## src/rtl/sigsource_prog.sv

```systemverilog
// sigsource_prog: runtime-programmable multi-lane antenna IQ selector.
// Double-buffered selection tables. Software fills the shadow bank, and the
// bank swap is committed on a frame start. The pipeline is two stages:
// stage 1 registers the samples and the table entries, stage 2 registers the
// selected bits.
module sigsource_prog #(
  parameter int unsigned WIDTH = 32,
  parameter int unsigned TRATE = 30,
  parameter int unsigned LANES = 2,
  localparam int unsigned SBITS = $clog2(WIDTH),
  localparam int unsigned TBITS = $clog2(TRATE),
  localparam int unsigned LBITS = (LANES > 1) ? $clog2(LANES) : 1
) (
  input  logic               clock,
  input  logic               reset_n,
  input  logic               valid_i,
  input  logic               first_i,
  input  logic               next_i,
  input  logic               last_i,
  input  logic [TBITS-1:0]   taddr_i,
  input  logic [WIDTH-1:0]   idata_i,
  input  logic [WIDTH-1:0]   qdata_i,
  input  logic               cfg_we_i,
  input  logic [TBITS-1:0]   cfg_addr_i,
  input  logic [LBITS-1:0]   cfg_lane_i,
  input  logic [2*SBITS-1:0] cfg_data_i,
  input  logic               cfg_swap_i,
  output logic               cfg_ready_o,
  output logic               cfg_bank_o,
  output logic               valid_o,
  output logic               first_o,
  output logic               next_o,
  output logic               last_o,
  output logic [LANES-1:0]   ai_o,
  output logic [LANES-1:0]   aq_o,
  output logic [LANES-1:0]   bi_o,
  output logic [LANES-1:0]   bq_o
);

  localparam int unsigned EBITS = 2 * SBITS;
  localparam int unsigned TSPAN = 1 << TBITS;
  localparam int unsigned LSPAN = 1 << LBITS;
  localparam int unsigned ISPAN = 1 << SBITS;

  // Range checks are done as constant lookup masks, one bit per encodable
  // value. This avoids comparisons that are trivially true for power-of-two sizes.
  function automatic logic [TSPAN-1:0] taddr_mask();
    logic [TSPAN-1:0] m;
    m = '0;
    for (int unsigned i = 0; i < TSPAN; i++) m[i] = (i < TRATE);
    return m;
  endfunction

  function automatic logic [LSPAN-1:0] lane_mask();
    logic [LSPAN-1:0] m;
    m = '0;
    for (int unsigned i = 0; i < LSPAN; i++) m[i] = (i < LANES);
    return m;
  endfunction

  localparam logic [TSPAN-1:0] TADDR_OK = taddr_mask();
  localparam logic [LSPAN-1:0] LANE_OK  = lane_mask();

  typedef enum logic {
    SW_IDLE,
    SW_PENDING
  } swap_state_t;

  swap_state_t      state_q, state_d;
  logic             active_bank_q;
  logic             commit;
  logic             read_bank;
  logic             wr_bank;
  logic             wr_en;
  logic             taddr_ok;

  logic [EBITS-1:0] tbl [2][TRATE][LANES];
  logic [EBITS-1:0] rd_entry [LANES];

  logic [WIDTH-1:0] s1_idata, s1_qdata;
  logic [EBITS-1:0] s1_entry [LANES];
  logic             s1_oor;
  logic             s1_valid, s1_first, s1_next, s1_last;

  logic [ISPAN-1:0] i_ext, q_ext;
  logic [LANES-1:0] sel_ai, sel_aq, sel_bi, sel_bq;

  // Swap request state register.
  always_ff @(posedge clock) begin
    if (!reset_n) state_q <= SW_IDLE;
    else          state_q <= state_d;
  end

  // Swap request next state: arm on request, commit on a valid frame start.
  always_comb begin
    state_d = state_q;
    case (state_q)
      SW_IDLE:    if (cfg_swap_i)          state_d = SW_PENDING;
      SW_PENDING: if (valid_i && first_i)  state_d = SW_IDLE;
      default:                             state_d = SW_IDLE;
    endcase
  end

  // Swap request outputs: the config port is ready only with no swap pending.
  always_comb begin
    cfg_ready_o = (state_q == SW_IDLE);
    commit      = (state_q == SW_PENDING) && valid_i && first_i;
  end

  // Active bank flips on the commit edge.
  always_ff @(posedge clock) begin
    if (!reset_n)    active_bank_q <= 1'b0;
    else if (commit) active_bank_q <= ~active_bank_q;
  end

  assign cfg_bank_o = active_bank_q;
  assign wr_bank    = ~active_bank_q;
  // The committing sample already reads the new bank, ahead of the flip.
  assign read_bank  = active_bank_q ^ commit;
  assign taddr_ok   = TADDR_OK[taddr_i];
  assign wr_en      = cfg_we_i && cfg_ready_o && TADDR_OK[cfg_addr_i] && LANE_OK[cfg_lane_i];

  // Shadow bank write port. Table contents are intentionally not reset.
  always_ff @(posedge clock) begin
    if (wr_en) tbl[wr_bank][cfg_addr_i][cfg_lane_i] <= cfg_data_i;
  end

  // Table read for all lanes at the incoming slot address.
  always_comb begin
    for (int unsigned k = 0; k < LANES; k++) begin
      rd_entry[k] = '0;
      if (taddr_ok) rd_entry[k] = tbl[read_bank][taddr_i][k];
    end
  end

  // Stage 1: samples, table entries, range flag and controls.
  always_ff @(posedge clock) begin
    if (!reset_n) begin
      s1_idata <= '0;
      s1_qdata <= '0;
      for (int unsigned k = 0; k < LANES; k++) s1_entry[k] <= '0;
      s1_oor   <= 1'b0;
      s1_valid <= 1'b0;
      s1_first <= 1'b0;
      s1_next  <= 1'b0;
      s1_last  <= 1'b0;
    end else begin
      s1_idata <= idata_i;
      s1_qdata <= qdata_i;
      for (int unsigned k = 0; k < LANES; k++) s1_entry[k] <= rd_entry[k];
      s1_oor   <= ~taddr_ok;
      s1_valid <= valid_i;
      s1_first <= first_i;
      s1_next  <= next_i;
      s1_last  <= last_i;
    end
  end

  // Zero-extend the sample buses so any index >= WIDTH picks a 0 bit.
  always_comb begin
    i_ext = '0;
    q_ext = '0;
    i_ext[WIDTH-1:0] = s1_idata;
    q_ext[WIDTH-1:0] = s1_qdata;
  end

  // Per-lane bit selection. An out-of-range slot blanks all data bits.
  always_comb begin
    sel_ai = '0;
    sel_aq = '0;
    sel_bi = '0;
    sel_bq = '0;
    for (int unsigned k = 0; k < LANES; k++) begin
      if (!s1_oor) begin
        sel_ai[k] = i_ext[s1_entry[k][EBITS-1:SBITS]];
        sel_aq[k] = q_ext[s1_entry[k][EBITS-1:SBITS]];
        sel_bi[k] = i_ext[s1_entry[k][SBITS-1:0]];
        sel_bq[k] = q_ext[s1_entry[k][SBITS-1:0]];
      end
    end
  end

  // Stage 2: registered outputs.
  always_ff @(posedge clock) begin
    if (!reset_n) begin
      valid_o <= 1'b0;
      first_o <= 1'b0;
      next_o  <= 1'b0;
      last_o  <= 1'b0;
      ai_o    <= '0;
      aq_o    <= '0;
      bi_o    <= '0;
      bq_o    <= '0;
    end else begin
      valid_o <= s1_valid;
      first_o <= s1_first;
      next_o  <= s1_next;
      last_o  <= s1_last;
      ai_o    <= sel_ai;
      aq_o    <= sel_aq;
      bi_o    <= sel_bi;
      bq_o    <= sel_bq;
    end
  end

endmodule
```

## config.mk

```make
export PLATFORM = sky130hd
export DESIGN_NAME = sigsource_prog
export DESIGN_NICKNAME = d
export VERILOG_FILES = /design/src/rtl/sigsource_prog.sv
export SDC_FILE = /design/constraint.sdc
export NUM_CORES = 1
export LEC_CHECK = 0
export BUFFER_PORTS_ARGS = -buffer_cell sky130_fd_sc_hd__clkbuf_2
export CORE_ASPECT_RATIO = 0.7
export CORE_MARGIN = 2
export CORE_UTILIZATION = 45
export DETAILED_ROUTE_END_ITERATION = 8
export SETUP_SLACK_MARGIN = 0.2
export SLEW_MARGIN = 20
export SYNTH_ARGS = -nofsm -noshare
export SYNTH_HDL_FRONTEND = slang
export SYNTH_SLANG_ARGS = --single-unit
```

## constraint.sdc

```tcl
create_clock -name clock -period 2.45 [get_ports clock]
set_input_delay 0.1225 -clock clock [delete_from_list [all_inputs] [get_ports clock]]
set_output_delay 0.1225 -clock clock [all_outputs]
set_load 0.1 [all_outputs]
```

Yosys cells after proc, flatten, opt, wreduce, memory -nomap -nowiden
Memory sizes are Yosys's and may differ from the RTL's.
Cells that the tools add are included.

storage, ports and cells
  register bits = 83
  latch bits = 0
  memory bits (writable) = 1,220
  bits in read-only memories = 64
  bits of input ports = 93
  output and inout port bits = 14
  memories kept = 4

memory list
  name             words  bits a word  rd ports  clocked after Yosys merged registers in  wr ports  RTL line  source
  tbl              2      600          1         0                                        1         77        logic [EBITS-1:0] tbl [2][TRATE][LANES];
  (no name shown)  32     1            1         0                                        0         121       assign wr_en = cfg_we_i && cfg_ready_o && TADDR_OK[cfg_addr_i] && LANE_OK[cfg_lane_i];
  (no name shown)  32     1            1         0                                        0         120       assign taddr_ok = TADDR_OK[taddr_i];
  s1_entry         2      10           2         0                                        2         81        logic [EBITS-1:0] s1_entry [LANES];

cells by class
  add/sub/neg operators = 0
  multipliers = 0
  div/mod/pow operators = 0
  order comparisons = 12
  eq/ne operators = 0
  shift operators = 0
  muxes and demuxes = 37
  bitwise gates (word level) = 10
  reduce and logical (&&, ||, !) cells = 9

operators by type and width
  cell                                                                           number
  600-bit 2-to-1 mux                                                             1
  20-bit binary-select mux with 5-bit select                                     1
  20-bit demux with 5-bit select                                                 1
  20-bit 2-to-1 mux                                                              3
  10-bit 2-to-1 mux                                                              5
  1-bit binary-select mux with 5-bit select                                      8
  5-bit by 6-bit less-than comparator with 1-bit output (second input constant)  6
  1-bit 2-to-1 mux                                                               16
  6-bit greater-or-equal comparator (second input constant)                      2
  5-bit NOT with 6-bit output                                                    2
  10-bit demux with 1-bit select                                                 1
  1-bit logical AND                                                              8
  6-bit by 1-bit less-than comparator with 1-bit output (second input constant)  1
  1-bit NOT                                                                      4
  2-bit greater-or-equal comparator (second input constant)                      1
  1-bit by 2-bit less-than comparator with 1-bit output (second input constant)  1
  2-bit by 1-bit less-than comparator with 1-bit output (second input constant)  1
  1-bit NOT with 2-bit output                                                    1
  1-bit bitwise OR                                                               2
  1-bit case mux with 2 select lines                                             1
  2-bit OR reduction                                                             1
  1-bit XOR                                                                      1

Depth between registers and ports, before layout
Gate-level depths: netlist of run 1.
An unclocked memory read counts as a cell.

  depth in word-level cells = 9
  depth in mapped cells = 12
  depth with buffers taken out = 7

Worst setup path before layout of run 1
OpenSTA, ideal clock, no wires.

  path kind = register to register
  start point = reg active_bank_q (netlist: cfg_bank_o)
  end point = mem tbl[1][210] in the netlist's numbering (enable)
  arrival time = 2.644 ns
  setup slack = -0.571 ns
  cell stages (with the launch flop) = 8
  buffers on the path = 4
  period minus slack after synthesis = 3.021 ns
  cells stage by stage = dfxtp_1 > buf_2 > clkbuf_1 > clkbuf_1 > buf_1 > nor3_1 > nand3_1 > nor2_1

on the way
  word-level cells in the longest chain between the ends = 1

ends and longest elaborated chain
  item                    RTL line  source
  from (decl)             70        logic active_bank_q;
  from (signal assigned)  113       else if (commit) active_bank_q <= ~active_bank_q;
  1-bit NOT               117       assign wr_bank = ~active_bank_q;
  to (decl)               77

No other way between the ends.

==> results.md, run 1 <==
* Outcome: finished, violations left
* Setup_tns at -2423 ps
* Worst-path clk slew at 60 ps
* Slew @ Worst Pin at just over 800 ps
* Worst Reg2Reg Path Length in Cells at 9
* Synth Area in Adders at 0%
* CTS tree: built
* Crit. End Element: register
* Final Power at approximately 48 mW
* EDFF count, synth at 1,200
* Final Setup Violations at 20
* Hold EP: tbl[1][364]
* Internal cell power at 36.86 mW
* CTS H-Tree Depth at 3
* WL final at ~170,000 µm
* Max VDD drop at 0.0006404 V
* GRT Residual Overflow at 0
* Post-synthesis mux area share at slightly below 9%
* Nets at about 4,400
* Register-to-register setup slack at -230 ps
* Slowest CP cell: mux4_2
* Area delta synth->final at 27.35%
* RD Place Congestion at 0.9173
* Post-route ant nets at 0
* Largest family of logic cells by synthesized area: simple AND/OR/NAND/NOR gates
* Die area at 121,500 µm²
* CP max stage delay at roughly 500 ps
* Failing checks: negative setup slack
* Sw power at between 10 and 15 mW
* Pwr/cell area at 711.2 nW/µm²
* # fillers at approximately 9,100
* Busiest layer in global routing: met1
* Place WS at -883.7 ps
* Met2 global-route usage at between 30% and 40%
* Final Skew at 43.49 ps
* CP Launch Type: register
* RSZ-0062 raised after global routing: yes
* Min Clock Period, post-route at about 2700 ps
* Max-slew headroom at approximately 46%
* Compound-Gate Fraction of Synth Area at approximately 7.4%
* Layout Cells excl Fill at 5,996
* Die Height at roughly 290 µm
* Post-synth ARST share at 0%
* Met3 usage at a little under 7%
* Yosys top cell by area: edfxtp_1
* DR pass1 iterations at 6
* Post-Synth Simple-Gate Area at ~10%
* Max Clk Rate at 0.3734 GHz
* FF+latch count, synth at 1,303
* Initial Util at a little under half
* Total CTS buffers at 120
* Crit path max-delay family: compound AO/OA/AOI/OAI gates
* Final hold vios at 0
* Clock share of power at between 30% and 40%
* Crit Path Max Fanout at 6
* XOR/XNOR Fraction of Synth Area at less than 1%
* Worst reg2reg path startpoint: state_q
* Max-Cap Viols at 0
* Final core occ at roughly 58%
* CP Cell Sequence: and3_4, xnor2_4, buf_12, buf_16, mux4_2, a2111o_1, a21oi_2, buf_4, o22ai_2
* WP buf/inv at 3
* Worst Hold Depth at 4
* Core area at between 100,000 and 150,000 µm²
* Final Max Tran Viols at 0
* Netlist Area Pre-Place at 53,390 µm²
* WS Path Type: register to register
* Period utilization at 109.3%
* Most area-consuming cells after synthesis: edfxtp_1, nand2_1, mux2i_1
* Worst-Skew Late Latency at approximately 760 ps
* Via-to-Cell Ratio at between 6 and 7
* Register area share after synthesis at 71.35%
* Post-Synthesis Cells at roughly 3,700
* Die X at a little over 400 µm
* Worst endpoint required time at between 3000 and 4000 ps
* Syn_area_per_cell at 14.24 µm²
* Setup WS post-layout at -228.4 ps
* M1 GR Usage at a little over two fifths
* Synth Net Count at approximately 3,800
* Combinational power share at between 10% and 20%
* DRC errors left at 0
* Bufs on Longest Clock Path at 3
* Tot GR Track Use at 27.44%
* Root buf cell: clkbuf_16
* DRT iter0 DRCs at 5,370
* Placed cell count at approximately 5,600
* Vias at 36,640
* Clk sink count at ~1,300
* Hold/Removal Path Class: primary input to register
* Placement Rows at approximately 110
* Largest net degree at the start of global routing at ~140
* Leakage at between 20 and 25 nW
* First-pass GRT wire length at 243,000 µm
* Worst r2r dst: s1_entry[0][14]
* Seq pwr share at about half
* # port buffers at 106
* Switching share of total power at between 20% and 30%
* Detail Placement HPWL at 107,700 µm
* Area share of the leading cell type in the synthesized netlist at between 60% and 70%
* Register cell area after layout at approximately 38,000 µm²
* Cell variety after synth at 48
* Top-Level Pins at roughly 110
* Number of global-route vias before repair at approximately 34,000
* Hold Startpoint: cfg_addr_i[0]
* YS warnings at 0
* Area used by multi-input combinational logic at roughly 16,000 µm²
* Main synth FF type: edfxtp_1
* Initial antenna violation count at 3
* Share of layout cells above drive strength 1 at between 20% and 30%
* Wirelength per Cell at 28.47 µm
* Crit path DAT at ~3300 ps
[cell usage in the layout (no fill, tap or decap), drive strengths merged, types with 4 or more instances in the layout]
cell type / instances
a31oi: 146
nand2: 655
and4b: 4
or4: 9
dfxtp: 103
mux4: 98
o21ai: 55
o211ai: 40
nor2b: 6
o32a: 14
nand2b: 6
inv: 12
o221ai: 26
a32oi: 42
and3: 27
buf: 547
o22ai: 84
a211o: 12
bufbuf: 8
o32ai: 10
mux2i: 241
bufinv: 8
a21oi: 81
a2111o: 5
nor2: 174
nor4: 26
nor3: 84
clkinvlp: 4
a211oi: 35
dlygate4sd3: 82
clkinv: 44
a2111oi: 4
clkbuf: 262
nand3: 150
o31ai: 20
nand4: 26
and2: 75
edfxtp: 1200
[tightest hold or removal path: stages]
cell and delay [ps]:
clkbuf_2 170, nand3_4 150, buf_12 150, nor2_4 60
[state kept, by name, indices dropped and copies added (netlist names), 2 cells and up]
signal,count
ai_o,2
aq_o,2
bi_o,2
s1_entry,20
i_ext,32
q_ext,32
tbl,1200
bq_o,2
[cells in the mapped netlist (3+ instances only)]
cell       number
nor2_1        174
o21ai_0        44
o221ai_1       26
mux4_2         98
nand3_1       150
buf_6           4
and4b_1         4
mux2i_1       241
o211ai_1       40
nor2b_1         6
nand4_1        26
inv_1           5
a211oi_1       35
a211o_1        12
nand2b_1        6
a31oi_1       146
buf_2          54
and2_1         75
buf_1          19
clkbuf_1      160
o21ai_1        11
o32ai_1        10
edfxtp_1     1200
o32a_1         14
nand2_1       655
dfxtp_1       103
a2111o_1        5
or4_1           9
a32oi_1        42
a2111oi_0       3
nand3b_1        3
o31ai_1        20
and3_1         27
a21oi_1        81
buf_4          30
nor4_1         26
nor3_1         84
o22ai_1        84
[per-layer routing]
layer / vias to the layer above / part of all wire, %
li1: 15690 / -
met1: 18601 / 44
met2: 2096 / 42
met3: 253 / 12
met4: 0 / 2.7
met5: - / 0
[power groups by stage]
stage	registers, mW	logic [mW]	clock network (mW)
after floorplan	25.1	2.05	0
after global placement	25.1	4.05	0
after detailed placement	25.1	4.07	0
after CTS	24.6	4.73	18.9
after global routing	24.6	5.26	19.8
final	24.6	5.04	18.7
[metrics by stage]
step           instance area (µm²)  hold WS [ps]
6_report                     68000         78.66
5_1_grt                      68000         64.67
4_1_cts                      66590         28.18
3_5_place_dp                 59410         333.7
3_3_place_gp                 59410         330.1
2_1_floorplan                54020         221.4
[worst max path at each step]
stage / start / to / slack [ps] / cells past startpoint
2_1_floorplan: state_q / tbl[0][80] / 50 / 5
3_3_place_gp: state_q / s1_entry[0][4] / -810 / 10
3_5_place_dp: state_q / s1_entry[0][4] / -880 / 10
4_1_cts: state_q / s1_entry[0][15] / -170 / 13
5_1_grt: state_q / s1_entry[0][14] / -270 / 9
6_report: state_q / s1_entry[0][14] / -230 / 9
[cell families after synthesis]
family	after synthesis
AO/OA/AOI/OAI	582
XOR/XNOR	2
buffers and inverters	273
flip-flops	1303
multiplexers	339
AND/OR/NAND/NOR	1250
[cell type report]
class,instances,share of cell area (%)
clock inverter,62,0.8685
antenna,2,0.007360
timing repair buffer,739,11.92
clock buffer,160,4.861
inverter,6,0.03864
sequential,1303,56.03
tap,1551,2.854
multi-input combinational,2173,23.42
[repair_timing]
item | in CTS | in global routing
endpoints found under the setup margin | 665 | 370
endpoints found under the hold margin | 470 | 0
setup buffers | 57 | 50
gates resized for setup | 219 | 105
hold buffers | 82 | 0
pin swaps | 85 | 92
cloned | 20 | 8
Note: power is estimated with default switching activity, not from simulation.
==> run 2: changes to the inputs <==
==> constraint.sdc (replaced) <==
create_clock -name clock -period 2.6 [get_ports clock]
set_input_delay 0.13 -clock clock [delete_from_list [all_inputs] [get_ports clock]]
set_output_delay 0.13 -clock clock [all_outputs]
set_load 0.1 [all_outputs]
==> results.md, run 2 (synthesis results as in run 1) <==
* Outcome: finished, violations left
* Failing checks: negative setup slack
* Wirelength per Cell at between 20 and 30 µm
* Final hold vios at 0
* Nets at 4,357
* Crit path DAT at around 3300 ps
* CP Launch Type: register
* Final Max Tran Viols at 0
* WL final at 166,100 µm
* Hold Startpoint: cfg_lane_i
* Total CTS buffers at 120
* Setup WS post-layout at -52.32 ps
* Detail Placement HPWL at ~110,000 µm
* Number of global-route vias before repair at 33,060
* Top reg by flops: tbl
* Max Clk Rate at roughly 0.38 GHz
* Placement Rows at between 100 and 150
* Worst reg2reg path startpoint: state_q
* Worst endpoint required time at about 3200 ps
* RD Place Congestion at between 0.9 and 1
* # fillers at 9,259
* Final Setup Violations at 5
* # port buffers at between 100 and 150
* GRT Residual Overflow at 0
* Via-to-Cell Ratio at 5.997
* DRC errors left at 0
* Crit. End Element: register
* Switching share of total power at between 20% and 30%
* Max VDD drop at 0.0005749 V
* Tot GR Track Use at roughly a quarter
* CP max stage delay at between 500 and 600 ps
* Initial antenna violation count at 3
* Final instance area at ~66,000 µm²
* Max-Cap Viols at 0
* CTS tree: built
* Die X at roughly 420 µm
* Root buf cell: clkbuf_16
* Max FFs per register at around 1,200
* Hold/Removal Path Class: primary input to register
* Clock share of power at between 30% and 40%
* Post-DP Area at about 60,000 µm²
* Slowest CP cell: mux4_2
* Worst-Skew Late Latency at 770 ps
* DR pass1 iterations at 6
* Worst Reg2Reg Path Length in Cells at 9
* Hold_ws at about 80 ps
* CTS H-Tree Depth at 3
* Place WS at -496.6 ps
* Core area at between 100,000 and 150,000 µm²
* Seq pwr share at between 50% and 60%
* Slew @ Worst Pin at approximately 780 ps
* Largest net degree at the start of global routing at about 130
* Die Height at 292.2 µm
* Worst-path clk slew at around 70 ps
* Pwr/cell area at around 700 nW/µm²
* Share of layout cells above drive strength 1 at between 20% and 30%
* Combinational power share at 9.9%
* Die area at about 120,000 µm²
* Commonest non-fill, non-tap cells in the layout: edfxtp_1, nand2_1, buf_4
* Final Skew at 59.64 ps
* Leakage at ~23 nW
* CP most frequent cell: buf_12
* First-pass GRT wire length at about 240,000 µm
* Max-slew headroom at between 40% and 50%
* Vias at 35,504
* Min Clock Period, post-route at approximately 2700 ps
* Period utilization at 102.0%
* Internal cell power at approximately 34 mW
* Register-to-register setup slack at -50 ps
* Worst Hold Depth at 4
* Hold EP: tbl[0][256]
* Crit Path Max Fanout at 5
* Final core occ at between 50% and 60%
* Bufs on Longest Clock Path at 3
* Clk sink count at between 1,000 and 1,500
* Final Power at 45.28 mW
* Top-Level Pins at roughly 110
* WS Path Type: register to register
* Initial Util at 45.46%
* Area delta synth->final at 22.97%
* RSZ-0062 raised after global routing: yes
* Sw power at 10.79 mW
* Worst r2r dst: s1_entry[0][2]
* CP Cell Sequence: and3_4, xnor2_4, buf_12, buf_12, buf_8, mux4_2, a211o_4, a21oi_4, o22ai_1
* Post-route ant nets at 0
* DRT iter0 DRCs at between 5,000 and 6,000
* Commonest non-fill, non-tap cell in the layout: edfxtp_1
[run 2: changes by cell type in the layout (fill, tap and decap cells not counted), sizes merged]
cell and delta:
clkinvlp -2, clkbuf -21, bufbuf -5, bufinv +3, dlygate4sd3 +2, inv -2, diode -1, clkinv +21
buf -71
[run 2: worst max path at each step]
stage	endpoint	slack (ps)	cells after the start	start
after floorplan	tbl[1][570]	70	7	cfg_bank_o
after global placement	s1_entry[0][1]	-960	9	state_q
after detailed placement	s1_entry[0][18]	-500	10	state_q
after CTS	s1_entry[0][11]	-20	11	state_q
after global routing	s1_entry[0][17]	-80	10	state_q
final	s1_entry[0][2]	-50	9	state_q
[run 2: layout make-up]
class / count / area [µm²] / area share [%]
Inverter: 6 / 26.28 / 0.04002
Tap cell: 1551 / 1941 / 2.956
Timing Repair Buffer: 660 / 6286 / 9.574
Antenna cell: 1 / 2.502 / 0.003811
Clock inverter: 82 / 738.2 / 1.124
Sequential cell: 1303 / 38100 / 58.03
Clock buffer: 144 / 3134 / 4.773
Multi-Input combinational cell: 2173 / 15430 / 23.50
[run 2: critical path, delay by kind of cell, from the launching register on]
kind                      cells  cell delay [ps]
buffers and inverters         3              440
AOI/OAI and AO/OA             3              780
xor gates and xnor gates      1              170
and+or+nand+nor               1              270
DFF                           1              330
muxes                         1              520
[run 2: repair_timing]
action                                  in CTS  in global routing
cloned                                       5                  2
resized for setup                          132                 77
pin swaps                                   42                 35
hold buffers                                84                  0
setup buffers                               15                 24
hold endpoints to repair                   379                  0
endpoints found under the setup margin      89                273
[run 2: through the flow]
stage          instances  setup TNS, ps
5_1_grt             5919         -640.0
3_3_place_gp        5563          -6660
3_5_place_dp        5564          -5487
4_1_cts             5894         -68.41
6_report            5920         -153.7
2_1_floorplan       3749              0
[run 2: per-layer routing]
metal	vias up	track usage [%]	share of wire [%]
li1	15510	-	-
met1	17858	40.56	43
met2	1906	38.63	43
met3	228	6.286	11
met4	2	6.891	2.4
met5	-	0	0.0078
[run 2: power groups by stage]
stage	logic, mW	registers, mW	clock network (mW)
after floorplan	1.92	23.7	0
after global placement	3.93	23.6	0
after detailed placement	3.94	23.6	0
after CTS	4.28	23.2	17.8
after global routing	4.67	23.2	18.6
final	4.47	23.2	17.6
